[src/rtl/axis_moving_sum_if.sv]
// AXI-Stream data/valid/ready bundle shared by the sample inputs and the sum output of axis_moving_sum.
interface axis_moving_sum_if #(
    parameter int WIDTH = 16
) ();
    logic [WIDTH-1:0] tdata;
    logic             tvalid;
    logic             tready;

    modport master (output tdata, output tvalid, input tready);
    modport slave  (input tdata, input tvalid, output tready);
endinterface

[src/rtl/axis_moving_sum.sv]
// Boxcar moving sum over the last WINDOW samples, joining the live stream with its WINDOW-delayed copy.
// Optional build macro MOVING_SUM_AVG_EN: output the average (sum >>> clog2(WINDOW)) instead of the sum.
module axis_moving_sum #(
    parameter int AXIS_TDATA_WIDTH = 16,
    parameter int SUM_WIDTH        = 32,
    parameter int WINDOW           = 32
) (
    input  logic aclk,
    input  logic areset,
    input  logic clear,
    axis_moving_sum_if.slave  s_axis,
    axis_moving_sum_if.slave  d_axis,
    axis_moving_sum_if.master m_axis,
    output logic filled
);
    localparam int CNT_WIDTH = $clog2(WINDOW + 1);
    localparam int SHIFT     = $clog2(WINDOW);
    localparam logic [CNT_WIDTH-1:0] CNT_FULL = CNT_WIDTH'(WINDOW);
    localparam logic [CNT_WIDTH-1:0] CNT_LAST = CNT_WIDTH'(WINDOW - 1);

    if (WINDOW < 2) begin : g_bad_window
        $error("axis_moving_sum: WINDOW must be at least 2");
    end
    if (SUM_WIDTH < AXIS_TDATA_WIDTH + SHIFT) begin : g_bad_width
        $error("axis_moving_sum: SUM_WIDTH too small for WINDOW samples");
    end
`ifdef MOVING_SUM_AVG_EN
    if ((WINDOW & (WINDOW - 1)) != 0) begin : g_bad_avg
        $error("axis_moving_sum: averaging needs a power-of-two WINDOW");
    end
`endif

    logic signed [AXIS_TDATA_WIDTH-1:0] s_sample;
    logic signed [AXIS_TDATA_WIDTH-1:0] d_sample;
    logic signed [SUM_WIDTH-1:0]        s_ext;
    logic signed [SUM_WIDTH-1:0]        d_ext;
    logic signed [SUM_WIDTH-1:0]        sum_q;
    logic signed [SUM_WIDTH-1:0]        sum_next;
    logic signed [SUM_WIDTH-1:0]        out_value;
    logic signed [SUM_WIDTH-1:0]        out_q;
    logic [CNT_WIDTH-1:0]               cnt_q;
    logic                               valid_q;
    logic                               accept;

    assign s_sample = s_axis.tdata;
    assign d_sample = d_axis.tdata;

    // Both inputs are consumed together; ready never depends on our own valid being raised this cycle.
    assign accept        = s_axis.tvalid & d_axis.tvalid & (~valid_q | m_axis.tready);
    assign s_axis.tready = accept;
    assign d_axis.tready = accept;

    assign filled = (cnt_q == CNT_FULL);

    // Delay-line output is garbage until it has been primed with WINDOW samples, so it is ignored until then.
    always_comb begin
        s_ext    = SUM_WIDTH'(s_sample);
        d_ext    = filled ? SUM_WIDTH'(d_sample) : '0;
        sum_next = sum_q + s_ext - d_ext;
`ifdef MOVING_SUM_AVG_EN
        out_value = sum_next >>> SHIFT;
`else
        out_value = sum_next;
`endif
    end

    always_ff @(posedge aclk) begin
        if (areset || clear) begin
            sum_q   <= '0;
            cnt_q   <= '0;
            out_q   <= '0;
            valid_q <= 1'b0;
        end else begin
            if (accept) begin
                sum_q <= sum_next;
                if (!filled) begin
                    cnt_q <= cnt_q + CNT_WIDTH'(1);
                end
            end
            // Warm-up sums stay internal; only full-window results reach the output register.
            if (accept && (cnt_q >= CNT_LAST)) begin
                out_q   <= out_value;
                valid_q <= 1'b1;
            end else if (m_axis.tready) begin
                valid_q <= 1'b0;
            end
        end
    end

    assign m_axis.tdata  = out_q;
    assign m_axis.tvalid = valid_q;
endmodule

[src/flat_wrapper.sv]
// flat-port wrapper written by rule: the top's interface ports become plain ports
module axis_moving_sum_flat 
#(
    parameter int AXIS_TDATA_WIDTH = 16,
    parameter int SUM_WIDTH        = 32,
    parameter int WINDOW           = 32
)
  (aclk, areset, clear, filled, s_axis_tdata, s_axis_tvalid, s_axis_tready, d_axis_tdata, d_axis_tvalid, d_axis_tready, m_axis_tdata, m_axis_tvalid, m_axis_tready);
  axis_moving_sum_if #(.WIDTH((16))) s_axis_i ();
  axis_moving_sum_if #(.WIDTH((16))) d_axis_i ();
  axis_moving_sum_if #(.WIDTH((32))) m_axis_i ();
  input  logic aclk;
  input  logic areset;
  input  logic clear;
  output logic filled;
  input wire logic [$bits(s_axis_i.tdata)-1:0] s_axis_tdata;
  input wire logic [$bits(s_axis_i.tvalid)-1:0] s_axis_tvalid;
  output wire logic [$bits(s_axis_i.tready)-1:0] s_axis_tready;
  input wire logic [$bits(d_axis_i.tdata)-1:0] d_axis_tdata;
  input wire logic [$bits(d_axis_i.tvalid)-1:0] d_axis_tvalid;
  output wire logic [$bits(d_axis_i.tready)-1:0] d_axis_tready;
  output wire logic [$bits(m_axis_i.tdata)-1:0] m_axis_tdata;
  output wire logic [$bits(m_axis_i.tvalid)-1:0] m_axis_tvalid;
  input wire logic [$bits(m_axis_i.tready)-1:0] m_axis_tready;
  assign s_axis_i.tdata = s_axis_tdata;
  assign s_axis_i.tvalid = s_axis_tvalid;
  assign s_axis_tready = s_axis_i.tready;
  assign d_axis_i.tdata = d_axis_tdata;
  assign d_axis_i.tvalid = d_axis_tvalid;
  assign d_axis_tready = d_axis_i.tready;
  assign m_axis_tdata = m_axis_i.tdata;
  assign m_axis_tvalid = m_axis_i.tvalid;
  assign m_axis_i.tready = m_axis_tready;
  axis_moving_sum #(.AXIS_TDATA_WIDTH(AXIS_TDATA_WIDTH), .SUM_WIDTH(SUM_WIDTH), .WINDOW(WINDOW)) u_core (.aclk(aclk), .areset(areset), .clear(clear), .s_axis(s_axis_i), .d_axis(d_axis_i), .m_axis(m_axis_i), .filled(filled));
endmodule
[config.mk]
export PLATFORM = sky130hd
export DESIGN_NAME = axis_moving_sum_flat
export DESIGN_NICKNAME = d
export VERILOG_FILES = /design/src/rtl/axis_moving_sum_if.sv /design/src/rtl/axis_moving_sum.sv /design/src/flat_wrapper.sv
export SDC_FILE = /design/constraint.sdc
export NUM_CORES = 1
export LEC_CHECK = 0
export ABC_AREA = 0
export BUFFER_PORTS_ARGS = -buffer_cell sky130_fd_sc_hd__buf_2
export CAP_MARGIN = 20
export CORE_MARGIN = 1.5
export CORE_UTILIZATION = 50
export DETAILED_ROUTE_END_ITERATION = 7
export PLACE_DENSITY = 0.71
export SLEW_MARGIN = 20
export SYNTH_ARGS = -nofsm -noshare
export SYNTH_HDL_FRONTEND = slang
export SYNTH_SLANG_ARGS = --single-unit
export TNS_END_PERCENT = 10
[constraint.sdc]
create_clock -name aclk -period 4.39 [get_ports aclk]
set_input_delay 0.439 -clock aclk [delete_from_list [all_inputs] [get_ports aclk]]
set_output_delay 0.439 -clock aclk [all_outputs]
set_load 0.01 [all_outputs]
==> impl_metrics.toml <==
[power]
power.total_mw = 1.87
powerDensity_nw_per_um2 = 304
vdd_drop_max_mv = 0.158
p_leak_nw = 2.84

[synthesis]
synth-simple-area-share = 0.185
ys_warn_count = 0
yosys.area_share.adder = 0.197
synth_edf_count = 0
synth_area_sq_um = 5380
synth_compound_area_frac = 0.191
synth_top_cell_area_share = 0.264
synth_xor_area_frac = 0.0570
synthTopCellsByCount = "nand2_1 (127), inv_1 (120), a21oi_1 (83)"
ys_ff_latch = 71
synth_largest_area_cell = "dfxtp_1"
synth_cells = 704
synth.distinct_cells = 54
async_flop_share = 0
yosysMostFrequentCell = "nand2_1"
ys_seq_area_frac = 0.264
synth_mux_area_frac = 0
synth.top_cells.by_area = "dfxtp_1 (26%), fa_1 (12%), nand2_1 (8.9%)"
synth_top_family_by_area = "adder cells"
post_synth.cell_area_avg_sq_um = 7.64
synthFlopType = "dfxtp_1"
synth_nets = 808

[floorplanning]
boundaryPins = 74
start_util = 0.519
die_area_sq_um = 11400
die_x_um = 107
placementRows = 37
die_h_um = 107
core_sq_um = 10400

[clocking]
clock_path_buffers = 2
clkTransAtPathRegs_ns = 0.08
clock_latency_ns = 0.35
cts_root_buf = "clkbuf_8"
cts_tree = "done"
htree_levels = 3
cts_buffers = 9
cts.sinks = 71

[setup_path]
crit_arrival_ns = 4.49
r2r-end = "u_core.m_axis.tdata[24]"
startpoint_type = "flop"
r2r_cells = 17
path_class = "flop to flop"
worstSetupEndpointType = "flop"
crit_fanout = 13
crit_path_start = "u_core.cnt_q[1]"
crit_required_ns = 4.68
regToRegStartpoint = "u_core.cnt_q[1]"
crit_path_end = "u_core.m_axis.tdata[24]"
r2r_slack_ns = 0.19

[final_layout]
layout-drive-gt1-share = 0.163
final_cells = 915
synthToLayoutAreaGrowth_pct = 14.6
num_antenna_cells = 0
final_util = 0.595
fin_nets = 878
fillers = 948

[drt]
first_pass_iters = 5
wl_um = 13200
via_count = 4862
ant_nets = 0
viasPerCell = 5.31
drt_first_iter_violations = 251
detail_route.wl_per_cell_um = 14.5
drc = 0

[outcome]
status = "finished, final reports clean"

[worst_hold_path]
hold_depth = 3
hold_path_class = "input port to flop"

[timing]
finalHoldViolCount = 0
setup_viol = 0
slew_viol_final = 0
timing.hold.ws_ns = 0.365
period_minus_slack_ns = 4.20
finClkSkew_ns = 0.00683
finalCritPeriodShare = 0.957
slew-limit-headroom = 0.522
tightest_slew_ns = 0.717
max_clock_freq_mhz = 238
setup_ws_ns = 0.187

[placed_design]
dpl.hpwl_um = 9710
port_buffers = 73
gp_congestion = 0.904
dpl.cell_count = 897
place_ws_ns = 0.162

[grt]
first_global_vias = 4754
grt_use_total = 0.242
grt_max_degree = 67
antenna_found_initial = 0
grt_pass1_wl_um = 22000
grt_overflow_total = 0

[run]
drv_cap = 0
registers in the layout (all words and copies together) (netlist names):
signal,flops
u_core.m_axis.tvalid,1
u_core.sum_q,32
u_core.m_axis.tdata,32
u_core.cnt_q,6
power by group:
part | switching, mW | total, mW | leakage, nW | internal [mW]
sequential | 0.00665 | 0.663 | 0.574 | 0.656
combinational | 0.387 | 0.636 | 2.16 | 0.250
clock | 0.263 | 0.572 | 0.101 | 0.309
metrics by stage:
| stage | instance area (sq um) | setup TNS (ns) |
|---|---|---|
| after detailed placement | 5890 | 0 |
| after global routing | 6170 | -0.00569 |
| final | 6170 | 0 |
| after global placement | 5890 | 0 |
| after floorplan | 5380 | 0 |
| after CTS | 6110 | 0 |
placed cells by master, fill, tap and decap left out, types with 5 or more instances in the layout:
cell type and count:
nand3_1 12, ha_1 35, xor2_1 15, fa_1 31, nor2_1 35, buf_2 73, nand2_1 126, and2_1 17
a21oi_1 82, and3_1 9, xnor2_1 20, a21o_1 14, clkbuf_8 12, nand4_1 6, dfxtp_1 70, a211oi_1 9
o21ai_0 14, inv_1 120, nand2b_1 5, buf_4 15, a21oi_2 5
cells by family (layout without fill, tap and decap cells):
family	count (synthesis)	count (layout)
AO/OA/AOI/OAI	159	159
XOR/XNOR	35	35
adder cells (fa/ha/maj)	66	66
buffers and inverters	150	225
flip-flops	71	71
AND/OR/NAND/NOR	223	223
cell type report:
class,count,area [sq um],share of cell area
clock inverters,4,52.6,0.00852
inverters,121,454,0.0737
well taps,136,170,0.0276
repair buffers,88,478,0.0775
multi-input cells,483,3420,0.555
flip-flops and latches,71,1420,0.231
clock buffers,12,165,0.0268
timing repair:
action | in CTS | in global routing
hold endpoints to repair | 0 | 0
hold buffers | 0 | 0
gates resized for setup | 0 | 7
endpoints found under the setup margin | 0 | 11
setup buffers | 0 | 2
layer usage:
layer  global-route usage  up-vias  wire length [um]
met5                    0        -                 0
met3               0.0444       28               772
met1                0.322     2283              6090
met4               0.0867        0               284
met2                0.395      155              6080
li1                     -     2396                 -
worst max-delay path, stage by stage (launching register included):
cell	delay, ns
dfxtp_1	0.40
inv_1	0.07
ha_1	0.17
and4b_2	0.30
and2_1	0.20
fa_1	0.48
inv_1	0.04
ha_1	0.35
nor2b_4	0.16
o2111ai_2	0.19
o211ai_2	0.18
a211oi_2	0.32
a21oi_2	0.16
a31o_1	0.26
or3_1	0.34
a221oi_2	0.30
nand2_1	0.11
a21oi_2	0.13
worst min-delay path by stage:
stage                                      start                     end  slack [ns]
after floorplan                  u_core.sum_q[0]         u_core.sum_q[0]        0.44
after global placement    u_core.m_axis.tdata[3]  u_core.m_axis.tdata[3]        0.44
after detailed placement  u_core.m_axis.tdata[3]  u_core.m_axis.tdata[3]        0.45
after CTS                          m_axis_tready    u_core.m_axis.tvalid        0.36
after global routing               m_axis_tready    u_core.m_axis.tvalid        0.39
final                              m_axis_tready    u_core.m_axis.tvalid        0.37
Power figures use the tool's default switching activity.
